[src/rtl/serdes_host_pkg.sv]
`default_nettype none
// ============================================================================
// serdes_host_pkg
// Shared types and constants for the serdes_host byte-serial driver.
//   state_t      : controller state encoding
//   BYTE_W       : width of the chip-side byte bus
//   rsp_latency  : cycles from the accept edge to the first rsp_valid cycle
// Revision: 1.0 - initial release
// ============================================================================
package serdes_host_pkg;

  localparam int BYTE_W = 8;

  typedef enum logic [2:0] {
    ST_IDLE = 3'd0,
    ST_LOAD = 3'd1,
    ST_WAIT = 3'd2,
    ST_READ = 3'd3,
    ST_DONE = 3'd4
  } state_t;

  // Accept edge closes cycle 0; LOAD takes 2N, WAIT takes W, READ takes N+1,
  // so rsp_valid first appears in cycle 3N+W+2.
  function automatic int rsp_latency(input int nbytes, input int calc_wait);
    return 3 * nbytes + calc_wait + 2;
  endfunction

endpackage
`default_nettype wire

[src/rtl/serdes_host_piso.sv]
`default_nettype none
// ============================================================================
// byte_piso
// Parallel-load register that presents one byte per cycle, LSB byte first.
//   clk, rst_n : clock, asynchronous active-low reset
//   load       : capture din and present its byte 0 next cycle
//   shift      : present the next byte
//   clear      : drive the output byte to zero
//   din        : parallel data (NBYTES bytes)
//   dout       : registered output byte
// Priority: load > shift > clear; with none asserted the output holds.
// Revision: 1.0 - initial release
// ============================================================================
module byte_piso
  import serdes_host_pkg::*;
#(
  parameter int NBYTES = 8
) (
  input  logic                       clk,
  input  logic                       rst_n,
  input  logic                       load,
  input  logic                       shift,
  input  logic                       clear,
  input  logic [NBYTES*BYTE_W-1:0]   din,
  output logic [BYTE_W-1:0]          dout
);

  localparam int W = NBYTES * BYTE_W;

  // Holds the bytes not yet presented; byte 0 goes straight to dout on load.
  logic [W-1:0] sr;

  always_ff @(posedge clk or negedge rst_n) begin
    if (!rst_n) begin
      sr   <= '0;
      dout <= '0;
    end else if (load) begin
      dout <= din[BYTE_W-1:0];
      sr   <= din >> BYTE_W;
    end else if (shift) begin
      dout <= sr[BYTE_W-1:0];
      sr   <= sr >> BYTE_W;
    end else if (clear) begin
      dout <= '0;
    end
  end

endmodule
`default_nettype wire

[src/rtl/serdes_host.sv]
`default_nettype none
// ============================================================================
// serdes_host
// Host-side driver for the byte-serial operand/result port of the adder
// harness. Serializes an accepted operand pair onto bus_out with start_calc,
// waits CALC_WAIT cycles, strobes output_result and collects the returned
// bytes plus the overflow bit into a held response.
//   clk, rst_n              : clock, asynchronous active-low reset
//   req_valid/ready/a/b     : operand request handshake
//   rsp_valid/ready         : response handshake
//   rsp_result, rsp_carry   : deserialized sum and overflow bit
//   bus_out, start_calc     : operand byte bus and load strobe to the chip
//   output_result           : result read strobe to the chip
//   bus_in, carry_in        : result byte bus and overflow pin from the chip
// Revision: 1.0 - initial release
// ============================================================================
module serdes_host
  import serdes_host_pkg::*;
#(
  parameter int WIDTH     = 32,
  parameter int CALC_WAIT = 2
) (
  input  logic               clk,
  input  logic               rst_n,
  input  logic               req_valid,
  output logic               req_ready,
  input  logic [WIDTH-1:0]   req_a,
  input  logic [WIDTH-1:0]   req_b,
  output logic               rsp_valid,
  input  logic               rsp_ready,
  output logic [WIDTH-1:0]   rsp_result,
  output logic               rsp_carry,
  output logic [BYTE_W-1:0]  bus_out,
  output logic               start_calc,
  output logic               output_result,
  input  logic [BYTE_W-1:0]  bus_in,
  input  logic               carry_in
);

  localparam int NBYTES = WIDTH / BYTE_W;
  localparam int CNT_W  = $clog2(2 * NBYTES + 1);
  localparam int WAIT_W = (CALC_WAIT < 1) ? 1 : $clog2(CALC_WAIT + 1);

  localparam logic [CNT_W-1:0]  CNT_ONE       = CNT_W'(1);
  localparam logic [CNT_W-1:0]  LOAD_LAST     = CNT_W'(2 * NBYTES);
  localparam logic [CNT_W-1:0]  READ_STB_LAST = CNT_W'(NBYTES);
  localparam logic [CNT_W-1:0]  READ_LAST     = CNT_W'(NBYTES + 1);
  localparam logic [WAIT_W-1:0] WAIT_ONE      = WAIT_W'(1);
  localparam logic [WAIT_W-1:0] WAIT_LAST     = WAIT_W'(CALC_WAIT);

  if ((WIDTH % BYTE_W) != 0 || WIDTH < BYTE_W) begin : g_width_check
    $error("serdes_host: WIDTH must be a non-zero multiple of 8");
  end

  state_t              state;
  logic [CNT_W-1:0]    cnt;    // byte counter, restarted at 1 for each phase
  logic [WAIT_W-1:0]   wcnt;
  logic [WIDTH-1:0]    result_shifted;
  logic                accept;
  logic                load_last;

  assign req_ready = (state == ST_IDLE);
  assign accept    = req_ready && req_valid;
  assign load_last = (cnt == LOAD_LAST);

  // Returned bytes arrive LSB first: each new byte enters at the top and
  // after NBYTES captures byte 0 has walked down to bits [7:0].
  if (NBYTES == 1) begin : g_single_byte
    assign result_shifted = bus_in;
  end else begin : g_multi_byte
    assign result_shifted = {bus_in, rsp_result[WIDTH-1:BYTE_W]};
  end

  byte_piso #(
    .NBYTES (2 * NBYTES)
  ) u_piso (
    .clk   (clk),
    .rst_n (rst_n),
    .load  (accept),
    .shift ((state == ST_LOAD) && !load_last),
    .clear ((state == ST_LOAD) && load_last),
    .din   ({req_b, req_a}),
    .dout  (bus_out)
  );

  always_ff @(posedge clk or negedge rst_n) begin
    if (!rst_n) begin
      state         <= ST_IDLE;
      cnt           <= '0;
      wcnt          <= '0;
      start_calc    <= 1'b0;
      output_result <= 1'b0;
      rsp_valid     <= 1'b0;
      rsp_result    <= '0;
      rsp_carry     <= 1'b0;
    end else begin
      case (state)
        ST_IDLE: begin
          if (req_valid) begin
            state      <= ST_LOAD;
            cnt        <= CNT_ONE;
            start_calc <= 1'b1;
          end
        end

        ST_LOAD: begin
          if (load_last) begin
            start_calc <= 1'b0;
            if (CALC_WAIT == 0) begin
              state         <= ST_READ;
              cnt           <= CNT_ONE;
              output_result <= 1'b1;
            end else begin
              state <= ST_WAIT;
              wcnt  <= WAIT_ONE;
            end
          end else begin
            cnt <= cnt + CNT_ONE;
          end
        end

        ST_WAIT: begin
          if (wcnt == WAIT_LAST) begin
            state         <= ST_READ;
            cnt           <= CNT_ONE;
            output_result <= 1'b1;
          end else begin
            wcnt <= wcnt + WAIT_ONE;
          end
        end

        ST_READ: begin
          // The chip answers one cycle after each strobe, so the first READ
          // cycle carries no data.
          if (cnt != CNT_ONE) begin
            rsp_result <= result_shifted;
          end
          if (cnt == READ_STB_LAST) begin
            output_result <= 1'b0;
          end
          if (cnt == READ_LAST) begin
            rsp_carry <= carry_in;
            rsp_valid <= 1'b1;
            state     <= ST_DONE;
          end else begin
            cnt <= cnt + CNT_ONE;
          end
        end

        ST_DONE: begin
          if (rsp_ready) begin
            rsp_valid <= 1'b0;
            state     <= ST_IDLE;
          end
        end

        default: state <= ST_IDLE;
      endcase
    end
  end

endmodule
`default_nettype wire

[config.mk]
export PLATFORM = sky130hd
export DESIGN_NAME = serdes_host
export DESIGN_NICKNAME = d
export VERILOG_FILES = /design/src/rtl/serdes_host_pkg.sv /design/src/rtl/serdes_host_piso.sv /design/src/rtl/serdes_host.sv
export SDC_FILE = /design/constraint.sdc
export NUM_CORES = 1
export LEC_CHECK = 0
export CAP_MARGIN = 20
export CELL_PAD_IN_SITES_DETAIL_PLACEMENT = 1
export CELL_PAD_IN_SITES_GLOBAL_PLACEMENT = 1
export CORE_ASPECT_RATIO = 1.2
export CORE_UTILIZATION = 41
export DETAILED_ROUTE_END_ITERATION = 10
export GPL_TIMING_DRIVEN = 0
export PLACE_DENSITY_LB_ADDON = 0.12
export SETUP_SLACK_MARGIN = 0.5
export SYNTH_ARGS = -nofsm -noshare
export SYNTH_HDL_FRONTEND = slang
export SYNTH_HIERARCHICAL = 1
export SYNTH_SLANG_ARGS = --single-unit
[constraint.sdc]
create_clock -name clk -period 5.5 [get_ports clk]
set_input_delay 1.1 -clock clk [delete_from_list [all_inputs] [get_ports clk]]
set_output_delay 1.1 -clock clk [all_outputs]
set_load 0.01 [all_outputs]
After elaboration in Yosys (flattened, before gate mapping)
Index checks and enable logic that the tools add are counted. W data, S select, Z words.

Flip-flop bits (word level): 117. Bits of input ports: 77. Output and inout port bits: 45. Logic and storage cells: 78.

Add/subtract/negate cells: 2. Eq/ne operators: 18. Mux-type cells: 28. Reduce and logical (&&, ||, !) cells: 20.

Operators with widths (count): $mux W64 (2); $mux W8 (3); $ne A2 B2 Y1 const B (9); $mux W4 (4); $pmux W4 S4 (1); $mux W3 (5); $pmux W3 S5 (1); $reduce_and A3 Y1 (4); $reduce_and A5 Y1 (2); $reduce_bool A2 Y1 (5); $eq A4 B3 Y1 const B (2); $eq A3 B2 Y1 const B (2); $mux W1 (6); $pmux W1 S2 (3); $add A4 B1 Y4 const B (1); $eq A4 B4 Y1 const B (1); $mux W2 (2); $ne A4 B1 Y1 const B (1); $pmux W2 S2 (1); $reduce_and A2 Y1 (2); $reduce_bool A4 Y1 (1); $eq A3 B1 Y1 const B (1); $eq A3 B3 Y1 const B (1); $logic_and A1 B1 Y1 (3); 5 further kinds (5).

Depth between registers and ports, before layout
Gate-level depths: netlist (run 1).

Depth in word-level cells: 5. Depth in mapped cells: 8. Depth with buffers taken out: 6.

By module
Netlist (run 1), hierarchy kept.

Modules (own cells, without submodules): byte_piso (instances 1, cells an instance 286, area an instance 2939.1 sq um, seq. area each 1601.5 sq um); serdes_host (instances 1, cells an instance 159, area an instance 2042.0 sq um, seq. area each 1126.1 sq um).

Worst setup path after synthesis (run 1)
No wires, ideal clock.

Kind: flip-flop to output port. Start: register state[1]. End: output req_ready. Arrival: 912 ps. Path slack: 3488 ps. Stages on the path, launching flop included: 3. Path buffers: 1. Cells stage by stage: dfrtp_1 buf_4 nor3_1.

Cells in the longest elaborated chain, start to end: 1.

Ends and longest elaborated chain: start, declared (RTL line serdes_host.sv:55) `state_t state;`; start signal, assigned (RTL line serdes_host.sv:88) `state <= ST_IDLE;`; start signal, assigned (RTL line serdes_host.sv:100) `state <= ST_LOAD;`; start signal, assigned (RTL line serdes_host.sv:110) `state <= ST_READ;`; $logic_not A3 Y1 (RTL line serdes_host.sv:62) `assign req_ready = (state == ST_IDLE);`; end, declared (RTL line serdes_host.sv:26) `output logic req_ready,`.

No other way between the ends.

Worst setup path after layout (run 1)
Ends and elaborated chain as after synthesis.

==> metrics.csv, run 1 <==
metric,value,unit
status,finished clean,
CTS Buf Count,9,
largest cells by area after synthesis,"dfrtp_1, mux2i_1, mux2_2, o21ai_0, nand2_1",
Initial Util,0.427,
CTS Buffer Depth,2,
Post-DP HPWL,9510,um
num rows,43,
clk_lat worst skew,0.35,ns
average wire per standard cell,17.6,um
crit path time final,2.90,ns
share of layout cells above drive strength 1,0.134,
setup violators final,0,
Pint,2.32,mW
postcts setup bufs,0,
Yosys cell types,43,
leading area contributor after synthesis,dfrtp_1,
Post-DRT Antenna Nets,0,
buffers added on ports,121,
Hold/Removal Path Class,flop to flop,
PD cells,524,nW/um^2
Nets,659,
Post-Route WL,13000,um
Clock Tree Root,clkbuf_16,
max-slew violation total from the final report,0,
Yosys top cell area share,0.548,
CP max FO,10,
# fillers,1285,
pin count of the biggest net entering global routing,60,
post-route cell area,6730,sq um
worst path buffer plus inverter count,2,
RSZ-0062 raised after global routing,false,
"Async S/R FF share, synth",1.00,
die area,12600,sq um
Vias per Instance,5.22,
synth cell count leaders,"dfrtp_1, nand2_1, o21ai_0, mux2i_1, mux2_2",
critical path type,flop to output pin,
Gate Count Post-Synth,445,
Post-Route Skew,0.00840,ns
Clk pwr share,0.190,
diode count,0,
Least-Margin Pin Slew,0.698,ns
syn_nets,526,
switch share,0.342,
"Remaining Overflow, GRT",0,
yosys warns,6,
area of the mapped netlist,4980,sq um
H-tree levels,3,
hold buffers post-CTS,0,
Sw Pwr,1.20,mW
All-Layer GR Usage,0.219,
worst vdd ir,245,uV
Setup crit start kind,flop,
Iter 0 DRT Violations,133,
Seq pwr share,0.373,
DIE WIDTH,103,um
Max Cap Violations,0,
dpl ws,2.69,ns
CTS tree,yes,
num ports,122,
final hold violation count,0,
worst setup margin,2.60,ns
DRC viols,0,
top_reg_cell synth,dfrtp_1,
top-count cell post-synth,dfrtp_1,
CTS Sinks,109,
Gate power share,0.436,
Worst EP required,4.40,ns
CP Capture Type,output pin,
worst hold slack,0.508,ns
placed inst area,6410,sq um
Layout area overhead,35.0,%
initial antenna violation count,0,
core area,11700,sq um
slowest cell delay on critical path,0.57,ns
Die H,123,um
gp weighted congestion,0.794,
relative slew slack,0.535,
post_cts resized,0,
critical path cell sequence,buf_4 -> nor3_1 -> clkdlybuf4s50_1,
number of synthesized flops with an enable pin,0,
sequential element share of the synthesized area,0.548,
#FFs+latches synth,109,
vias in the first global route,4116,
vias,3860,
Lkg Pwr,2.96,nW
Pre-antenna DRT Iters,4,
cell family with most CP delay,buffers and inverters,
Avg Inst Size Synth,11.2,sq um
final period utilization,0.527,
Critical-path top delay cell,clkdlybuf4s50_1,
fmax,345,MHz
first-pass GRT wire length,20900,um
CP Data Arrival Time,1.80,ns
"Clk pin slew, worst setup/hold paths",0.07,ns
[layer usage]
| layer | track usage | up-vias | part of all wire |
|---|---|---|---|
| met5 | 0 | - | 0 |
| li1 | - | 1813 | - |
| met4 | 0.0670 | 0 | 0.014 |
| met1 | 0.277 | 1950 | 0.43 |
| met2 | 0.378 | 82 | 0.52 |
| met3 | 0.0387 | 15 | 0.039 |
[sequential cells by signal, indices dropped and copies added, names as in the netlist]
register / count
u_piso/sr: 56
rsp_result: 32
output_result: 1
rsp_valid: 1
wcnt: 2
state: 3
start_calc: 1
cnt: 4
rsp_carry: 1
u_piso/dout: 8
[logic make-up after synthesis]
kind of cell | synth area share
flip-flops | 0.548
multiplexers | 0.173
AO/OA/AOI/OAI | 0.100
adder cells (fa/ha/maj) | 0.0100
AND/OR/NAND/NOR | 0.128
buffers and inverters | 0.0409
[cells in the final DEF, fill, tap and decap left out, types with 2 or more instances in the layout]
| cell type | n |
|---|---|
| nand3_1 | 6 |
| or3b_2 | 2 |
| clkdlybuf4s50_1 | 120 |
| dfrtp_1 | 109 |
| nand2b_1 | 8 |
| clkbuf_8 | 2 |
| nor2_1 | 6 |
| nand4b_1 | 2 |
| clkinvlp_4 | 2 |
| a21oi_1 | 20 |
| nand2_1 | 65 |
| buf_2 | 7 |
| mux2_2 | 33 |
| nor3b_1 | 4 |
| clkbuf_16 | 9 |
| nor2b_1 | 8 |
| nor3_1 | 3 |
| or3b_1 | 6 |
| mux2i_1 | 48 |
| buf_6 | 5 |
| clkbuf_1 | 13 |
| ha_1 | 4 |
| inv_1 | 5 |
| nand4_1 | 2 |
| and2_1 | 2 |
| o21ai_0 | 61 |
| buf_4 | 7 |
[power groups by stage]
stage | clock network [mW] | registers (mW) | logic, mW
6_report | 0.670 | 1.31 | 1.54
5_1_grt | 0.716 | 1.35 | 1.67
3_3_place_gp | 0 | 1.31 | 1.49
2_1_floorplan | 0 | 1.34 | 0.877
3_5_place_dp | 0 | 1.33 | 1.55
4_1_cts | 0.688 | 1.32 | 1.56
[final cells by class]
cell class / instances / area (sq um) / area share
Clock buffer: 11 / 253 / 0.0376
Sequential cell: 109 / 2730 / 0.406
Clock inverter: 5 / 58.8 / 0.00874
Multi-Input combinational cell: 300 / 2050 / 0.305
Inverter: 5 / 18.8 / 0.00279
Buffer: 31 / 185 / 0.0275
Tap cell: 157 / 196 / 0.0292
Timing Repair Buffer: 122 / 1240 / 0.184
[worst paths after layout]
check	cells past startpoint	from	end	slack (ns)
max in group asynchronous	2	rst_n	rsp_result[9]	3.97
hold / removal	2	start_calc	start_calc	0.51
setup reg to reg	8	cnt[0]	u_piso/dout[5]	3.30
setup / recovery	3	state[1]	req_ready	2.60
hold reg to reg	2	start_calc	start_calc	0.51
min in group asynchronous	1	rst_n	u_piso/dout[6]	0.80
[stage by stage]
step / total power [mW] / instances / utilization / setup TNS [ns]
3_5_place_dp: 2.87 / 724 / 0.549 / 0
5_1_grt: 3.74 / 740 / 0.576 / 0
6_report: 3.52 / 740 / 0.576 / 0
4_1_cts: 3.56 / 740 / 0.576 / 0
3_3_place_gp: 2.79 / 723 / 0.547 / -102.27
2_1_floorplan: 2.22 / 445 / - / 0
[tightest hold or removal path, cell delays in order, from the launching register on]
cell     delay [ns]
dfrtp_1        0.35
nor2_1         0.05
nor2_1         0.07
Power figures use the tool's default switching activity.
==> run 2, diff against run 1 <==
--- a/config.mk
+++ b/config.mk
@@ -9,7 +9,7 @@
 export CELL_PAD_IN_SITES_DETAIL_PLACEMENT = 1
 export CELL_PAD_IN_SITES_GLOBAL_PLACEMENT = 1
 export CORE_ASPECT_RATIO = 1.2
-export CORE_UTILIZATION = 41
+export CORE_UTILIZATION = 35
 export DETAILED_ROUTE_END_ITERATION = 10
 export GPL_TIMING_DRIVEN = 0
 export PLACE_DENSITY_LB_ADDON = 0.12
==> constraint.sdc (replaced) <==
create_clock -name clk -period 2.49 [get_ports clk]
set_input_delay 0.498 -clock clk [delete_from_list [all_inputs] [get_ports clk]]
set_output_delay 0.498 -clock clk [all_outputs]
set_load 0.01 [all_outputs]
==> metrics.csv, run 2 (synthesized netlist as in run 1, its figures left out) <==
metric,value,unit
status,finished clean,
Lkg Pwr,3.03,nW
final period utilization,0.752,
Layout area overhead,37.7,%
Post-Route WL,13200,um
Iter 0 DRT Violations,115,
Multi-input gate area,2090,sq um
die area,14700,sq um
Setup crit start kind,flop,
PD cells,1160,nW/um^2
diode count,0,
Crit. Startpoint,cnt[1],
gp weighted congestion,0.770,
post-route cell area,6860,sq um
CTS tree,yes,
Post-DP HPWL,9560,um
Reg2Reg Launch Point,cnt[1],
Clock Tree Root,clkbuf_16,
num rows,47,
vias,3803,
Nets,662,
H-tree levels,3,
reg-to-reg endpoint,u_piso/dout[2],
vias in the first global route,4123,
clk_lat worst skew,0.35,ns
average wire per standard cell,17.4,um
first-pass GRT wire length,22000,um
R2R setup slack,0.62,ns
fmax,534,MHz
Non-Filler Instances,757,
CTS Sinks,109,
Vias per Instance,5.02,
worst setup margin,0.616,ns
num ports,122,
dpl ws,0.198,ns
most frequent cells in the layout,"clkdlybuf4s50_1, dfrtp_1, nand2_1",
CP Capture Type,flop,
Max Cap Violations,0,
crit path time final,1.87,ns
worst vdd ir,540,uV
"commonest non-fill, non-tap cell in the layout",clkdlybuf4s50_1,
share of layout cells above drive strength 1,0.179,
Largest Register,u_piso/sr,
final hold violation count,0,
Worst EP required,2.77,ns
Worst R2R Path Depth,6,
# fillers,1510,
max reg flops,56,
Hold/Removal Path Class,flop to flop,
CP Data Arrival Time,2.15,ns
"Clk pin slew, worst setup/hold paths",0.07,ns
DIE WIDTH,111,um
Post-DRT Antenna Nets,0,
Post-Route Skew,0.00836,ns
biggest regs,"u_piso/sr x56, rsp_result x32, u_piso/dout x8",
CTS Buf Count,9,
core area,13800,sq um
setup violators final,0,
RSZ-0062 raised after global routing,false,
Least-Margin Pin Slew,0.439,ns
CP endpoint,u_piso/dout[2],
All-Layer GR Usage,0.189,
Sequential Area,2730,sq um
Die H,133,um
initial antenna violation count,0,
buffers added on ports,121,
critical path type,flop to flop,
max-slew violation total from the final report,0,
relative slew slack,0.708,
"Remaining Overflow, GRT",0,
placed inst area,6430,sq um
CP max FO,9,
Pre-antenna DRT Iters,4,
Initial Util,0.360,
pin count of the biggest net entering global routing,86,
Inst Count DP,738,
DRC viols,0,
CTS Buffer Depth,2,
Total Power,7.93,mW
==> run 2: changes by cell type in the layout (fill, tap and decap cells not counted), moves of 2 or more <==
| cell | change |
|---|---|
| buf_4 | -2 |
| buf_6 | +6 |
| clkbuf_1 | -13 |
| clkbuf_2 | +8 |
| clkbuf_4 | +4 |
| clkbuf_8 | -2 |
| dfrtp_1 | -2 |
| dfrtp_2 | +2 |
| inv_1 | -2 |
| inv_2 | +2 |
| nor3_1 | -2 |
| nor3_2 | +2 |
==> run 2: worst min path at each step <==
stage	start	to	slack, ns	cells after the start
finish	start_calc	start_calc	0.51	2
global route	rsp_result[6]	rsp_result[6]	0.53	1
CTS	start_calc	start_calc	0.51	2
detailed placement	rst_n	u_piso/dout[7]	0.38	1
global placement	start_calc	start_calc	0.48	2
floorplan	rst_n	cnt[0]	0.20	0
==> run 2: final cells by class <==
cell class	count	area share
tap	171	0.0312
clock buffer	9	0.0328
multi-input combinational	300	0.305
timing repair buffer	125	0.184
sequential	109	0.398
buffer	31	0.0343
inverter	5	0.00274
clock inverter	7	0.0120
==> run 2: through the flow <==
| stage | util | hold slack (ns) | setup TNS (ns) |
|---|---|---|---|
| finish | 0.496 | 0.507 | 0 |
| global route | 0.496 | 0.531 | 0 |
| CTS | 0.492 | 0.514 | 0 |
| detailed placement | 0.466 | 0.382 | 0 |
| global placement | 0.464 | 0.481 | -372.86 |
| floorplan | - | 0.202 | 0 |
==> run 2: metal layers <==
metal | wire length [um] | GRT usage | vias up
met5 | 0 | 0 | -
met4 | 158 | 0.0541 | 0
met3 | 423 | 0.0362 | 12
met2 | 6720 | 0.330 | 71
met1 | 5850 | 0.238 | 1891
li1 | - | - | 1829
==> run 2: repair_timing <==
item,in CTS,in global routing
gates resized for setup,26,19
hold buffers,1,0
setup buffers,0,2
setup endpoints to repair,65,65
endpoints found under the hold margin,21,0
==> run 2: where the power goes <==
group / total (mW) / internal, mW / switching (mW)
Sequential: 2.90 / 2.46 / 0.441
Clock: 1.50 / 0.795 / 0.702
Combinational: 3.53 / 1.93 / 1.60
Total: 7.93 / 5.18 / 2.75
==> run 2: worst max-delay path: stages (launching register included) <==
cell and delay [ns]:
dfrtp_1 0.42, inv_2 0.08, ha_4 0.17, and4bb_2 0.28
and2_2 0.27, or3b_2 0.45, a21oi_1 0.13
